==> config.mk <==
export PLATFORM = sky130hd
export DESIGN_NAME = bcd_to_bin
export DESIGN_NICKNAME = d
export VERILOG_FILES = /design/src/rtl/oven_pkg.sv /design/src/rtl/bcd_digit_adj.sv /design/src/rtl/bcd_to_bin.sv
export SDC_FILE = /design/constraint.sdc
export NUM_CORES = 1
export LEC_CHECK = 0
export BUFFER_PORTS_ARGS = -buffer_cell sky130_fd_sc_hd__buf_2
export CORE_MARGIN = 3
export CORE_UTILIZATION = 23
export CTS_BUF_LIST = sky130_fd_sc_hd__clkbuf_2
export CTS_CLUSTER_DIAMETER = 30
export DETAILED_ROUTE_END_ITERATION = 6
export SKIP_CTS_REPAIR_TIMING = 1
export SLEW_MARGIN = 10
export SYNTH_ARGS = -nofsm -noshare
export SYNTH_HDL_FRONTEND = slang
export SYNTH_HIERARCHICAL = 1
export SYNTH_SLANG_ARGS = --single-unit
export TNS_END_PERCENT = 5
==> constraint.sdc <==
create_clock -name clk -period 3.7 [get_ports clk]
set_clock_uncertainty 0.2 [all_clocks]
set_input_delay 0.74 -clock clk [delete_from_list [all_inputs] [get_ports clk]]
set_output_delay 0.74 -clock clk [all_outputs]
set_load 0.02 [all_outputs]
==> src/rtl/oven_pkg.sv <==
// Shared types and constants for the BCD-to-binary converter.
// Holds the default sizes, the controller state encoding and the digit-adjust rule constants.
package oven_pkg;

   localparam int NDIG_DEFAULT = 4;
   localparam int BW_DEFAULT   = 14;

   typedef enum logic [1:0] {
      IDLE = 2'd0,
      CONV = 2'd1,
      DONE = 2'd2
   } state_t;

   localparam logic [3:0] ADJ_THRESH = 4'd8;
   localparam logic [3:0] ADJ_SUB    = 4'd3;

   // A packed nibble is not a decimal digit when it exceeds 9.
   function automatic logic digit_bad(input logic [3:0] d);
      return (d > 4'd9);
   endfunction

endpackage

==> src/rtl/bcd_digit_adj.sv <==
// Per-digit correction step of reverse double-dabble.
// After the right shift, a digit of 8 or more had a 1 shifted into its MSB, so 3 is taken off.
module bcd_digit_adj
   import oven_pkg::*;
(
   input  logic [3:0] digit,
   output logic [3:0] adj
);

   always_comb begin
      adj = digit;
      if (digit >= ADJ_THRESH) begin
         adj = digit - ADJ_SUB;
      end
   end

endmodule

==> src/rtl/bcd_to_bin.sv <==
// Sequential packed-BCD to binary converter using reverse double-dabble.
// One request at a time: IDLE accepts, CONV runs BW shift/adjust iterations, DONE holds the result.
module bcd_to_bin
   import oven_pkg::*;
#(
   parameter int NDIG = NDIG_DEFAULT,
   parameter int BW   = BW_DEFAULT
)(
   input  logic              clk,
   input  logic              reset_n,
   input  logic              in_valid,
   output logic              in_ready,
   input  logic [4*NDIG-1:0] bcd_in,
   output logic              out_valid,
   input  logic              out_ready,
   output logic [BW-1:0]     bin_out,
   output logic              err
);

   localparam int DW = 4 * NDIG;
   localparam int CW = $clog2(BW + 1);

   state_t          state_reg, state_next;
   logic [DW-1:0]   bcd_reg, bcd_next;
   logic [BW-1:0]   bin_reg, bin_next;
   logic [CW-1:0]   cnt_reg, cnt_next;
   logic            err_reg, err_next;

   logic [DW+BW-1:0] pair_shift;
   logic [DW-1:0]    bcd_adj;
   logic [NDIG-1:0]  bad_digit;

   // The BCD LSB falls into the binary MSB; after BW steps the binary register holds the value.
   assign pair_shift = {bcd_reg, bin_reg} >> 1;

   generate
      for (genvar gi = 0; gi < NDIG; gi++) begin : g_digit
         bcd_digit_adj u_adj (
            .digit (pair_shift[BW + 4*gi +: 4]),
            .adj   (bcd_adj[4*gi +: 4])
         );
         assign bad_digit[gi] = digit_bad(bcd_in[4*gi +: 4]);
      end
   endgenerate

   always_ff @(posedge clk or negedge reset_n) begin
      if (!reset_n) begin
         state_reg <= IDLE;
         bcd_reg   <= '0;
         bin_reg   <= '0;
         cnt_reg   <= '0;
         err_reg   <= 1'b0;
      end else begin
         state_reg <= state_next;
         bcd_reg   <= bcd_next;
         bin_reg   <= bin_next;
         cnt_reg   <= cnt_next;
         err_reg   <= err_next;
      end
   end

   always_comb begin
      state_next = state_reg;
      bcd_next   = bcd_reg;
      bin_next   = bin_reg;
      cnt_next   = cnt_reg;
      err_next   = err_reg;

      case (state_reg)
         IDLE: begin
            if (in_valid) begin
               bin_next = '0;
               cnt_next = '0;
               if (|bad_digit) begin
                  // Illegal input skips conversion and reports a zero result.
                  bcd_next   = '0;
                  err_next   = 1'b1;
                  state_next = DONE;
               end else begin
                  bcd_next   = bcd_in;
                  err_next   = 1'b0;
                  state_next = CONV;
               end
            end
         end
         CONV: begin
            bcd_next = bcd_adj;
            bin_next = pair_shift[BW-1:0];
            cnt_next = cnt_reg + CW'(1);
            if (cnt_reg == CW'(BW - 1)) begin
               state_next = DONE;
            end
         end
         DONE: begin
            if (out_ready) begin
               state_next = IDLE;
            end
         end
         default: begin
            state_next = IDLE;
         end
      endcase
   end

   assign in_ready  = (state_reg == IDLE);
   assign out_valid = (state_reg == DONE);
   assign bin_out   = bin_reg;
   assign err       = err_reg;

endmodule

== Word level (Yosys, flattened, before mapping) ==
Index checks and enable logic that the tools add are counted.
Storage, ports and cells
  register bits after elaboration: 37
  output and inout port bits: 17
  logic and storage cells: 47
Operators by class
  $add $sub $neg: 5
  order comparisons: 8
  equality and inequality tests: 6
  multiplexer cells: 17
  reductions and logical operators: 6
Operator list (count)
  $mux 16: 2
  $pmux 16 s2: 1
  $pmux 14 s2: 1
  $mux 4: 5
  $gt 4x4->1 const B: 4
  $mux 14: 1
  $ge 4x4->1 const B: 3
  $sub 4x2->4 const B: 3
  $mux 2: 4
  $pmux 4 s2: 1
  $pmux 2 s3: 1
  $add 4x1->4 const B: 1
  $eq 4x4->1 const B: 1
  $ge 3x4->1 const B: 1
  $ne 2x2->1 const B: 2
  $reduce_and 2->1: 2
  $reduce_or 4->1: 1
  $sub 3x2->4 const B: 1
  $reduce_and 3->1: 1
  $eq 2x1->1 const B: 1
  $eq 2x2->1 const B: 1
  $logic_not 2->1: 1
  $ne 2x1->1 const B: 1
  $reduce_bool 2->1: 1
  $mux 1: 1

== Logic depth before layout (Yosys ltp) ==
Gate-level depths: netlist of run 1.
  depth in word-level cells: 5
  mapped depth: 7
  gate-level depth less buffers: 7

== Hierarchy ==
Netlist of run 1, hierarchy kept.
By module, submodules not included
  bcd_to_bin: times used 1, cells an instance 192, area an instance 1910.6 µm²
  bcd_digit_adj: times used 4, cells an instance 11, area an instance 76.3 µm²

== Worst setup path before layout of run 1 ==
OpenSTA, ideal clock, no wires.
  kind: reg2out
  start: register state_reg[1]
  end: output out_valid
  arrival time: 1.120 ns
  slack: 1.640 ns
  cell stages (with the launch flop): 4
  cells stage by stage: dfrtp_1 > buf_2 > buf_2 > nor2b_1
Between the ends
  word-level cells in the longest chain between the ends: 1
Ends and longest elaborated chain
  from (decl): line bcd_to_bin.sv:23  | state_t state_reg, state_next;
  from (signal assigned): line bcd_to_bin.sv:54  | state_reg <= state_next;
  $eq 2x2->1: line bcd_to_bin.sv:106  | assign out_valid = (state_reg == DONE);
  to (decl): line bcd_to_bin.sv:14  | output logic out_valid,
No other way between the ends.

== Worst setup path in the final report of run 1 ==
  start: register state_reg[1]
  end: output in_ready
Between the ends
  word-level cells in the longest chain between the ends: 1
Ends and longest elaborated chain
  $logic_not 2->1: line bcd_to_bin.sv:105  | assign in_ready = (state_reg == IDLE);
  to (decl): line bcd_to_bin.sv:12  | output logic in_ready,
No other way between the ends.

==> results of run 1 <==
[synth_stat cells]
master     n  area, um^2
dfrtp_1   37         926
a21oi_1   20         100
nand2b_1  20         125
nor2b_1   20         125
nor2_1    18        67.6
o22ai_1   17         106
a22o_1    16         140
o21ai_1   13        65.1
o21ai_0   12        60.1
ha_1      10         125
inv_1      9        33.8
buf_4      8        60.1
nand2_1    7        26.3
xnor2_1    4        35.0
xor2_1     4        35.0
buf_2      3        15.0
mux2_2     2        22.5
nand3_1    2        10.0
a21o_1     1        7.51
a22oi_1    1        7.51
a31o_1     1        8.76
and2b_4    1        10.0
and3_1     1        6.26
buf_6      1        11.3
clkbuf_1   1        3.75
conb_1     1        3.75
mux2_4     1        15.0
nand2b_4   1        13.8
nand4_2    1        12.5
nand4b_1   1        8.76
o21ba_2    1        10.0
o21bai_4   1        18.8
[logic make-up after synthesis]
| logic type | Yosys count | synth area share (%) |
|---|---|---|
| flip-flops | 37 | 41.8 |
| AND/OR/NAND/NOR | 72 | 18.3 |
| multiplexers | 3 | 1.69 |
| adder cells (fa/ha/maj) | 10 | 5.65 |
| AO/OA/AOI/OAI | 83 | 23.7 |
| buffers and inverters | 22 | 5.59 |
| other | 1 | 0.169 |
| XOR/XNOR | 8 | 3.16 |
[layout make-up]
class                      count  area (um^2)  share of cell area, %
timing repair buffer          38          195                   7.68
multi-input combinational    181         1180                   46.5
tap                          129          161                   6.35
antenna                        1         2.50                 0.0985
sequential                    37          926                   36.5
clock inverter                 2         10.0                  0.394
clock buffer                   6         30.0                   1.18
inverter                       9         33.8                   1.33
[power groups by stage]
stage	combinational (mW)	sequential [mW]	clock, mW
2_1_floorplan	0.597	0.652	0
3_3_place_gp	0.662	0.713	0
3_5_place_dp	0.678	0.714	0
4_1_cts	0.684	0.705	0.196
5_1_grt	0.788	0.740	0.216
6_report	0.677	0.704	0.187
[through the flow]
stage	utilization (%)	hold slack [ns]	instance area [um^2]	power [mW]
floorplan	-	0.244	2230	1.25
global placement	26.9	0.302	2500	1.37
detailed placement	26.9	0.304	2500	1.39
CTS	27.3	0.234	2540	1.59
global route	27.4	0.242	2540	1.74
finish	27.4	0.227	2540	1.57
[worst max-delay path, cell delays in order (launching register included)]
cell,delay (ns)
dfrtp_1,0.85
nor2_1,0.18
buf_2,0.22
[per-layer routing]
metal | vias up | GRT usage, % | wire length, um
met5 | - | 0 | 0
met1 | 832 | 11.6 | 2230
met3 | 10 | 3.29 | 262
met2 | 26 | 16.2 | 2350
met4 | 0 | 4.84 | 126
li1 | 893 | - | -
[how the worst min path moves through the flow]
stage	start	endpoint	depth (start not counted)
5_1_grt	reset_n	cnt_reg[1]	1
3_5_place_dp	bin_out[0]	bin_out[0]	1
6_report	reset_n	bcd_reg[4]	1
4_1_cts	reset_n	bcd_reg[5]	1
2_1_floorplan	reset_n	bcd_reg[0]	0
3_3_place_gp	bin_out[1]	bin_out[0]	1
[placed cells by master, fill, tap and decap left out, drive strengths merged]
cell type	instances
a21o	1
a21oi	20
a22o	16
a22oi	1
a31o	1
and2b	1
and3	1
buf	38
clkbuf	6
clkinv	2
conb	5
dfrtp	37
diode	1
ha	10
inv	9
mux2	3
nand2	7
nand2b	21
nand3	2
nand4	1
nand4b	1
nor2	18
nor2b	20
o21ai	25
o21ba	1
o21bai	1
o22ai	17
xnor2	4
xor2	4
==> flow_metrics.tcl, run 1 <==
set metrics [dict create \
    path_class "flop to primary output" \
    tns_ns 0 \
    maxCapViolCount 0 \
    yosys_warnings 6 \
    wl_per_cell_um 12.3 \
    clockPowerShare_pct 12.0 \
    place_congestion 0.780 \
    rows 35 \
    antenna_found_initial 1 \
    dieArea_um2 10800 \
    cts_buffers 5 \
    n_fill_cell 1034 \
    syn_to_final_growth_pct 14.6 \
    rsz0062_at_grt "false" \
    chipHeight_um 104 \
    dpl.hpwl_um 3470 \
    finalWorstPathRequiredPeriod_ns 2.58 \
    start_util_pct 23.9 \
    cts_tree "yes" \
    slew_viol_final 0 \
    worst-path-max-fanout 25 \
    route.detailed.drc 0 \
    h-tree-depth 2 \
    grt_first_pass_wirelength_um 8750 \
    timing.fmax_mhz 388 \
    setup_viol 0 \
    reg2reg_from "state_reg[1]" \
    yosysSeqAreaShare_pct 41.8 \
    cellLeakagePower_nw 1.16 \
    status "finished, final reports clean" \
    slew_headroom_pct 43.2 \
    synth_cells 236 \
    yosys_register_bits 37 \
    finalWorstSetupSlack_ns 1.12 \
    syn-cell-area_um2 2220 \
    intPower_mw 0.907 \
    clk_pin_slew_ns 0.20 \
    avgSynthCellArea_um2 9.39 \
    dp_slack_ns 1.37 \
    grt_use_total_pct 9.88 \
    start_kind "flop" \
    critical_path_required_ns 2.76 \
    dp_cells 394 \
    rrSetupSlack_ns 1.42 \
    cts_root_buf "clkbuf_2" \
    ios 37 \
    crit_end "in_ready" \
    crit_path_end_kind "primary output" \
    crit_path_start "state_reg[1]" \
    first_iter_violations 123 \
    nets 302 \
    reg2regPathDepth 3 \
    ant_nets 0 \
    drtPass1Iterations 4 \
    via_per_inst 4.37 \
    r2r_end "err" \
    power.net_switching_mw 0.661 \
    p_comb_share_pct 43.1 \
    layout.cells.non_filler 403 \
    wl_um 4960 \
    clockBufferDepth 2 \
    hold_class "input port to async pin" \
    grt_max_degree 38 \
    io_buffer_count 36 \
    die_w_um 104 \
    vias 1761 \
    vdd_drop_max_mv 0.137 \
    swShare_pct 42.1 \
    cp_data_arrival_time_ns 1.64 \
    cts_sinks 37 \
    grt.overflow.total 0 \
    power.density_nw_per_um2 617 \
    finalHoldViolCount 0 \
    max_slew.worst_pin.slew_ns 0.853 \
    clk_latency_ns 0.39 \
    drive_gt1_share_pct 19.8 \
    fin_crit_sh_pct 69.7 \
    largest_reg_flops 16 \
    grt_pass1_vias 1848 \
    coreArea_um2 9280 \
    yosys.cell_types.count 32 \
    seqPwrFrac_pct 44.9 \
]
No activity file was read; power rests on OpenSTA's default activity.
==> run 2, diff against run 1 <==
- ABC_AREA: unset -> 1
- clock period: 3.7 -> 2.2 ns (I/O delays scaled with it)
==> flow_metrics.tcl, run 2 <==
set metrics [dict create \
    power.density_nw_per_um2 1110 \
    synth_area_leaders "dfrtp_1 43%, inv_1 9.0%, nor2_1 6.4%, ha_1 5.8%, o21ai_0 5.5%" \
    timing.fmax_mhz 531 \
    slew_viol_final 0 \
    nets 350 \
    maxCapViolCount 0 \
    rsz0062_at_grt "false" \
    avgSynthCellArea_um2 7.77 \
    synth_area_leader_cell "dfrtp_1" \
    io_buffer_count 36 \
    synth_edf_count 0 \
    path_class "flop to primary output" \
    hold_class "input port to flop" \
    crit_path_end_kind "primary output" \
    coreArea_um2 8930 \
    n_fill_cell 979 \
    synth_common_cells "52 x inv_1, 37 x dfrtp_1, 37 x nor2_1, 25 x nand2_1, 24 x o21ai_0" \
    post-route-util_pct 28.8 \
    place_congestion 0.757 \
    cts_buffers 5 \
    vdd_drop_max_mv 0.332 \
    grt_max_degree 38 \
    h-tree-depth 2 \
    drive_gt1_share_pct 19.3 \
    clk_pin_slew_ns 0.20 \
    start_util_pct 24.3 \
    syn_to_final_growth_pct 18.5 \
    vias 1848 \
    rrSetupSlack_ns 0.44 \
    grt.overflow.total 0 \
    cts_tree "yes" \
    r2r_end "bcd_reg[14]" \
    yosysMostFrequentCell "inv_1" \
    ys.flop_type "dfrtp_1" \
    dieArea_um2 10600 \
    first_iter_violations 76 \
    clockBufferDepth 2 \
    cp_slowest_cell "dfrtp_1" \
    layout.cells.non_filler 429 \
    cts_root_buf "clkbuf_2" \
    grt_use_total_pct 9.50 \
    cp_data_arrival_time_ns 1.24 \
    route.detailed.drc 0 \
    dp_cells 420 \
    wl_um 4830 \
    finalHoldViolCount 0 \
    status "finished, final reports clean" \
    cellLeakagePower_nw 1.32 \
    grt_first_pass_wirelength_um 8130 \
    p_total_mw 2.86 \
    cpPeakStageDelay_ns 0.49 \
    via_per_inst 4.31 \
    diodes 0 \
    die_w_um 103 \
    final_cell_mix "52 x inv_1, 37 x nor2_1, 37 x dfrtp_1" \
    final_common_cell "inv_1" \
    wl_per_cell_um 11.3 \
    hold_end "bcd_reg[8]" \
    ios 37 \
    drtPass1Iterations 4 \
    hold_depth 5 \
    chipHeight_um 103 \
    clk_latency_ns 0.39 \
    rows 34 \
    yosys_warnings 6 \
    hp-start "bcd_in[8]" \
    crit_buf_inv 1 \
    start_kind "flop" \
    finalWorstPathRequiredPeriod_ns 1.88 \
    grt_pass1_vias 1815 \
    worst-path-max-fanout 4 \
    yosys.cell_types.count 26 \
    cts_sinks 37 \
    yosysSeqAreaShare_pct 42.7 \
    antenna_found_initial 0 \
    yosys.area.top_type_share_pct 42.7 \
    critical_path_required_ns 1.56 \
    crit_family "flip-flops" \
    largest_reg_flops 16 \
    fin_crit_sh_pct 85.7 \
    tns_ns 0 \
    setup_viol 0 \
    dpl.hpwl_um 3480 \
    ant_nets 0 \
    synthArstFlopShare_pct 100 \
    reg2regPathDepth 6 \
    yosys_register_bits 37 \
    syn-cell-area_um2 2170 \
    synth_cells 279 \
    reg2reg_from "state_reg[0]" \
    cp_cell_sequence "nor2_4 > buf_2" \
]
run 2: changes by cell type after synthesis, sizes merged, moves of 16 or more:
cell,change
inv,+45
nor2,+29
nand2,+21
nand2b,-21
nand3,+21
nor2b,-20
a22o,-16
run 2: final cells by class:
cell class	count	area (um^2)	area share, %
multi-input cells	182	988	38.5
flip-flops and latches	37	926	36.0
repair buffers	40	225	8.76
inverters	54	205	7.98
well taps	108	135	5.26
clock inverters	3	65.1	2.53
clock buffers	5	25.0	0.974
run 2: per-stage QoR:
stage,setup WS [ns],cell area (um^2),hold slack (ns)
2_1_floorplan,0.792,2190,-0.0556
3_3_place_gp,0.492,2470,0.270
3_5_place_dp,0.448,2470,0.277
4_1_cts,0.274,2560,-0.136
5_1_grt,0.226,2570,0.147
6_report,0.315,2570,0.160
run 2: cell families (layout without fill, tap and decap cells):
kind of cell / Yosys count / count (layout) / synth area share (%)
AND/OR/NAND/NOR: 99 / 99 / 21.2
buffers and inverters: 65 / 102 / 12.6
AO/OA/AOI/OAI: 62 / 62 / 15.5
flip-flops: 37 / 37 / 42.7
adder cells (fa/ha/maj): 10 / 10 / 5.77
XOR/XNOR: 4 / 4 / 1.62
other: 1 / 6 / 0.173
multiplexers: 1 / 1 / 0.462
run 2: worst reg2reg max path, delay by kind of cell (launching register included):
family	cells	cell delay, ns
flops	1	0.49
buf+inv	1	0.20
compound gates	1	0.11
simple gates	4	0.70
run 2: worst max-delay path by stage:
stage	from	cells after the start	end
6_report	state_reg[0]	2	in_ready
5_1_grt	state_reg[0]	2	in_ready
4_1_cts	state_reg[0]	2	in_ready
3_5_place_dp	state_reg[0]	6	bcd_reg[12]
3_3_place_gp	state_reg[0]	6	bcd_reg[12]
2_1_floorplan	state_reg[0]	5	bin_out[10]
run 2: report_power, final:
group	total (mW)	switching (mW)	internal, mW
Clock	0.542	0.237	0.304
Combinational	1.20	0.736	0.460
Sequential	1.12	0.233	0.887
Total	2.86	1.21	1.65
run 2: layer usage:
layer / wire [um] / vias to the layer above / global-route usage (%)
met3: 235 / 6 / 3.11
met1: 2140 / 859 / 11.1
li1: - / 952 / -
met5: 0 / - / 0
met4: 93 / 0 / 3.39
met2: 2360 / 31 / 16.3
